**src/rtl/uart_pkg.sv**
```systemverilog
// Shared UART definitions: transmit FSM states, oversample and stop-tick
// constants, and the clog2 helper that the baud generator also uses.
// With UART_PARITY_EN defined, the transmit FSM includes a PARITY state.
package uart_pkg;

  localparam int unsigned OVS_DEFAULT = 16;

  localparam int unsigned STOP_1   = 16;
  localparam int unsigned STOP_1P5 = 24;
  localparam int unsigned STOP_2   = 32;

`ifdef UART_PARITY_EN
  typedef enum logic [2:0] {IDLE, START, DATA, PARITY, STOP} tx_state_t;
`else
  typedef enum logic [1:0] {IDLE, START, DATA, STOP} tx_state_t;
`endif

  // Ceiling log2. Returns at least 1 so the result can size a vector.
  function automatic int unsigned clog2(input int unsigned value);
    int unsigned result;
    result = 0;
    for (int unsigned r = 1; r < value; r = r << 1) result++;
    return (result == 0) ? 1 : result;
  endfunction

endpackage

```
**src/rtl/uart_tx_ctrl_if.sv**
```systemverilog
// Host byte handshake for the UART transmitter: the data byte, valid from the
// host, and ready from the transmitter.
interface uart_tx_ctrl_if #(
  parameter int unsigned DBIT = 8
);
  logic [DBIT-1:0] tx_data;
  logic            tx_valid;
  logic            tx_ready;

  modport master (output tx_data, output tx_valid, input tx_ready);
  modport slave  (input tx_data, input tx_valid, output tx_ready);
endinterface

```
**src/rtl/uart_bit_timer.sv**
```systemverilog
// Oversample tick counter. Counts tick pulses from 0 up to terminal. done is
// high on the tick that completes the count, after which the counter returns
// to 0. clear takes priority over tick. Shared by the transmitter and receiver.
module uart_bit_timer #(
  parameter int unsigned W = 4
) (
  input  logic         clk,
  input  logic         rst,
  input  logic         clear,
  input  logic         tick,
  input  logic [W-1:0] terminal,
  output logic         done
);
  logic [W-1:0] cnt;

  assign done = tick && !clear && (cnt == terminal);

  // Counter register: restart on clear or terminal count, otherwise step per tick.
  always_ff @(posedge clk) begin
    if (rst || clear) cnt <= '0;
    else if (tick)    cnt <= done ? '0 : cnt + 1'b1;
  end
endmodule

```
**src/rtl/uart_tx_ctrl.sv**
```systemverilog
// UART transmit frame sequencer: start bit, DBIT data bits LSB first, optional
// parity bit, then the stop period, all timed by the 16x oversample tick.
// Define UART_PARITY_EN to add the parity bit (sense set by PAR_ODD).
module uart_tx_ctrl
  import uart_pkg::*;
#(
  parameter int unsigned DBIT    = 8,
  parameter int unsigned OVS     = OVS_DEFAULT,
  parameter int unsigned SB_TICK = STOP_1,
  parameter int unsigned PAR_ODD = 0
) (
  input  logic           clk,
  input  logic           rst,
  input  logic           s_tick,
  uart_tx_ctrl_if.slave  host,
  output logic           tx,
  output logic           tx_busy,
  output logic           tx_done_tick
);
  localparam int unsigned TW = clog2((OVS > SB_TICK) ? OVS : SB_TICK);
  localparam int unsigned BW = clog2(DBIT);

  localparam logic [TW-1:0] BIT_TERM  = TW'(OVS - 1);
  localparam logic [TW-1:0] STOP_TERM = TW'(SB_TICK - 1);
  localparam logic [BW-1:0] LAST_BIT  = BW'(DBIT - 1);

  tx_state_t       state, state_next;
  logic [DBIT-1:0] shreg, shreg_next;
  logic [BW-1:0]   bit_cnt, bit_cnt_next;
  logic            tx_next;
  logic            timer_clear;
  logic [TW-1:0]   terminal;
  logic            tick_done;
`ifdef UART_PARITY_EN
  logic            par_bit, par_next;
`endif

  assign host.tx_ready = (state == IDLE);
  assign tx_busy       = (state != IDLE);

  // The timer is held clear in IDLE, so a tick in the accept cycle is ignored.
  assign timer_clear = (state == IDLE);

  uart_bit_timer #(.W(TW)) u_timer (
    .clk      (clk),
    .rst      (rst),
    .clear    (timer_clear),
    .tick     (s_tick),
    .terminal (terminal),
    .done     (tick_done)
  );

  // State, shift register and line register; tx follows the next state so it is glitch-free.
  always_ff @(posedge clk) begin
    if (rst) begin
      state   <= IDLE;
      shreg   <= '0;
      bit_cnt <= '0;
      tx      <= 1'b1;
`ifdef UART_PARITY_EN
      par_bit <= 1'b0;
`endif
    end else begin
      state   <= state_next;
      shreg   <= shreg_next;
      bit_cnt <= bit_cnt_next;
      tx      <= tx_next;
`ifdef UART_PARITY_EN
      par_bit <= par_next;
`endif
    end
  end

  // Next-state, datapath updates, done pulse and the next line level.
  always_comb begin
    state_next   = state;
    shreg_next   = shreg;
    bit_cnt_next = bit_cnt;
    terminal     = BIT_TERM;
    tx_done_tick = 1'b0;
`ifdef UART_PARITY_EN
    par_next     = par_bit;
`endif
    case (state)
      IDLE: begin
        if (host.tx_valid) begin
          shreg_next = host.tx_data;
`ifdef UART_PARITY_EN
          par_next   = (^host.tx_data) ^ (PAR_ODD != 0);
`endif
          state_next = START;
        end
      end
      START: begin
        if (tick_done) begin
          bit_cnt_next = '0;
          state_next   = DATA;
        end
      end
      DATA: begin
        if (tick_done) begin
          shreg_next = shreg >> 1;
          if (bit_cnt == LAST_BIT) begin
`ifdef UART_PARITY_EN
            state_next = PARITY;
`else
            state_next = STOP;
`endif
          end else begin
            bit_cnt_next = bit_cnt + 1'b1;
          end
        end
      end
`ifdef UART_PARITY_EN
      PARITY: begin
        if (tick_done) state_next = STOP;
      end
`endif
      STOP: begin
        terminal = STOP_TERM;
        if (tick_done) begin
          tx_done_tick = 1'b1;
          state_next   = IDLE;
        end
      end
      default: state_next = IDLE;
    endcase

    case (state_next)
      START:   tx_next = 1'b0;
      DATA:    tx_next = shreg_next[0];
`ifdef UART_PARITY_EN
      PARITY:  tx_next = par_next;
`endif
      default: tx_next = 1'b1;
    endcase
  end
endmodule
```
**src/flat_wrapper.sv**
```systemverilog
// flat-port wrapper written by rule: the top's interface ports become plain ports
module uart_tx_ctrl_flat import uart_pkg::*;
#(
  parameter int unsigned DBIT    = 8,
  parameter int unsigned OVS     = OVS_DEFAULT,
  parameter int unsigned SB_TICK = STOP_1,
  parameter int unsigned PAR_ODD = 0
)
  (clk, rst, s_tick, tx, tx_busy, tx_done_tick, host_tx_data, host_tx_valid, host_tx_ready);
  uart_tx_ctrl_if #(.DBIT(DBIT)) host_i ();
  input  logic clk;
  input  logic rst;
  input  logic s_tick;
  output logic tx;
  output logic tx_busy;
  output logic tx_done_tick;
  input wire logic [$bits(host_i.tx_data)-1:0] host_tx_data;
  input wire logic [$bits(host_i.tx_valid)-1:0] host_tx_valid;
  output wire logic [$bits(host_i.tx_ready)-1:0] host_tx_ready;
  assign host_i.tx_data = host_tx_data;
  assign host_i.tx_valid = host_tx_valid;
  assign host_tx_ready = host_i.tx_ready;
  uart_tx_ctrl #(.DBIT(DBIT), .OVS(OVS), .SB_TICK(SB_TICK), .PAR_ODD(PAR_ODD)) u_core (.clk(clk), .rst(rst), .s_tick(s_tick), .host(host_i), .tx(tx), .tx_busy(tx_busy), .tx_done_tick(tx_done_tick));
endmodule
```
**config.mk**
```make
export PLATFORM = sky130hd
export DESIGN_NAME = uart_tx_ctrl_flat
export DESIGN_NICKNAME = d
export VERILOG_FILES = /design/src/rtl/uart_pkg.sv /design/src/rtl/uart_tx_ctrl_if.sv /design/src/rtl/uart_bit_timer.sv /design/src/rtl/uart_tx_ctrl.sv /design/src/flat_wrapper.sv
export SDC_FILE = /design/constraint.sdc
export NUM_CORES = 1
export LEC_CHECK = 0
export ABC_AREA = 1
export BUFFER_PORTS_ARGS = -buffer_cell sky130_fd_sc_hd__buf_2
export CORE_ASPECT_RATIO = 1.25
export CORE_MARGIN = 2
export CORE_UTILIZATION = 50
export DETAILED_ROUTE_END_ITERATION = 12
export GPL_TIMING_DRIVEN = 0
export PLACE_DENSITY = 0.78
export SYNTH_ARGS = -nofsm -noshare
export SYNTH_HDL_FRONTEND = slang
export SYNTH_SLANG_ARGS = --single-unit
```
**constraint.sdc**
```tcl
create_clock -name clk -period 1.6 [get_ports clk]
set_input_delay 0.08 -clock clk [delete_from_list [all_inputs] [get_ports clk]]
set_output_delay 0.08 -clock clk [all_outputs]
set_load 0.005 [all_outputs]
```
==> out/metrics.yaml <==
outcome: "completed"
p_leak_nw: 0.562
slew_viol_final: 0
fillCellCount: 195
worst_slack_ps: 124
layout_commonest_cell: "inv_1"
nets: 165
timing.rr.start: "u_core.u_timer.cnt[0]"
die_area_um2: 2390
min-delay-start: "rst"
final_cell_mix: "21 x inv_1, 16 x nand2_1, 16 x nor2_1, 16 x dfxtp_1, 15 x buf_2"
place_ws_ps: 92.8
clk-insertion-delay-late_ps: 300
setup_viol: 0
arrival_ps: 1660
gp_congestion: 0.734
grt_max_degree: 11
rsz0062_at_grt: "false"
synthMuxAreaShare: 0.0112
fin_area_um2: 1140
power_mw: 0.888
critPathKind: "reg -> reg"
startpoint_type: "flop"
row_count: 18
ys_types: 26
period_needed_ps: 1480
multi_input_comb_area_um2: 519
path_cells: "ha_1 -> nand2_2 -> nor2_8 -> nand3_4 -> and2_4 -> buf_6 -> a21oi_2 -> nor2_1"
cts_buffers: 3
powerDensity_nw_per_um2: 777
drtAntennaViolNets: 0
hold_viol_final: 0
initial_core_util: 0.519
synth_top_family_by_area: "simple AND/OR/NAND/NOR gates"
drt_pre_antenna_iters: 4
antenna_found_initial: 0
cp_slowest_cell: "dfxtp_2"
syn_to_final_growth_pct: 13.8
drt_iter0_markers: 5
register_area_um2: 363
max_freq_mhz: 678
cts_setup_buffers: 0
cp.required_ps: 1780
antenna_cells: 0
syn_nets: 146
avgRoutedWirePerCell_um: 11.1
dp.final_hpwl_um: 1490
yosysSeqAreaShare: 0.359
cp-startpoint: "u_core.u_timer.cnt[0]"
final.period_utilization: 0.922
yosys.area_share.adder: 0.0374
instances_no_fill: 169
syn_inst: 131
max_slew.worst_pin.slew_ps: 396
finalSetupTns_ps: 0
die_w_um: 44.1
holdCritPathClass: "in -> reg"
synth_warnings: 0
slew_headroom: 0.736
skew_ps: 5.85
tritoncts: "yes"
drcViolationCount: 0
dp_cells: 165
die_h_um: 54.1
overflow: 0
endpoint_kind: "flop"
root_buffer: "clkbuf_4"
num_io_pins: 16
synth_area_um2: 1000
htree_levels: 1
cts_sinks: 18
wl_um: 1870
synthSimpleGateAreaFrac: 0.318
synth-seq-cells: 18
path_clk_slew_ps: 110
drive_above_1_share: 0.289
cpPeakStageDelay_ps: 350
avgSynthCellArea_um2: 7.67
placed_area_um2: 1100
maxCapViolCount: 0
synth_compound_area_frac: 0.137
grt.total_usage: 0.179
clk_path_buf_depth: 2
core_area_um2: 1940
via_per_inst: 5.15
critPathMaxFanout: 8
synth_xor_area_frac: 0.00872
grt_pass1_wl_um: 3160
port_buffers: 14
grt_pass1_vias: 803
peakVddDrop_uv: 581
cts_hold_buf: 0
vias: 870
==> metal layers <==
metal	global-route usage	vias to the layer above	wire, um
met1	0.189	393	792
met5	0	-	0
met4	0.0909	0	46
li1	-	455	-
met3	0.0201	5	55
met2	0.343	17	976
==> Yosys cell counts <==
master | count | area share
xor2_1 | 1 | 0.0087
nor2_2 | 1 | 0.0062
nor2_4 | 3 | 0.034
mux2_2 | 1 | 0.011
a211oi_1 | 1 | 0.0075
nand2_2 | 3 | 0.019
nand3b_1 | 1 | 0.0075
nand4_1 | 1 | 0.0062
buf_2 | 1 | 0.0050
dlygate4sd1_1 | 1 | 0.0087
nor2_1 | 16 | 0.060
a22oi_1 | 3 | 0.022
ha_1 | 3 | 0.037
a21oi_1 | 4 | 0.020
nand3_1 | 12 | 0.060
inv_2 | 1 | 0.0037
and2_4 | 1 | 0.0087
a21oi_2 | 6 | 0.052
dfxtp_1 | 18 | 0.36
nand3_4 | 1 | 0.017
buf_6 | 3 | 0.034
nor3_1 | 4 | 0.020
o21ai_0 | 7 | 0.035
inv_1 | 21 | 0.078
nand2_1 | 16 | 0.060
nor2_8 | 1 | 0.020
==> cell families after synthesis <==
| kind of cell | count (synthesis) |
|---|---|
| and+or+nand+nor | 60 |
| buffers and inverters | 27 |
| AOI/OAI and AO/OA | 21 |
| DFF | 18 |
| adders and majority gates | 3 |
| xor gates and xnor gates | 1 |
| muxes | 1 |
==> flip-flops by register name, indices dropped and copies added (netlist names) <==
register	flops
u_core.bit_cnt	3
u_core.shreg	8
u_core.state	2
u_core.tx	1
u_core.u_timer.cnt	4
==> timing repair <==
| action | in CTS | in global routing |
|---|---|---|
| endpoints found under the hold margin | 0 | 0 |
| resized for setup | 0 | 3 |
| endpoints found under the setup margin | 0 | 4 |
==> per-stage QoR <==
stage	utilization	hold WS (ps)
final	0.590	11.2
after global routing	0.590	20.6
after floorplan	-	149
after CTS	0.587	6.09
after global placement	0.568	332
after detailed placement	0.568	335
==> worst paths after layout <==
kind,end,slack [ps],cells after the start
setup / recovery,u_core.shreg[4],120,8
hold / removal,u_core.state[1],10,2
setup reg to reg,u_core.shreg[4],120,8
hold reg to reg,u_core.shreg[7],470,2
==> critical path: cells and delay by family (launching register included) <==
kind	cells	cell delay (ps)
compound gates	1	120
fa+ha+maj	1	180
buf+inv	1	130
flops	1	350
simple gates	5	570
==> cell type report <==
type	count	area share
multi-input combinational	86	0.454
tap	20	0.0219
timing repair buffer	14	0.0613
buffer	5	0.0416
inverter	22	0.0722
sequential	18	0.317
clock buffer	4	0.0317
==> where the power goes <==
group          internal [mW]  switching (mW)  leakage (nW)
combinational         0.0574          0.0689         0.394
sequential             0.466          0.0103         0.148
clock                  0.139           0.146        0.0210
total                  0.663           0.225         0.562
Note: power is estimated with default switching activity, not from simulation.
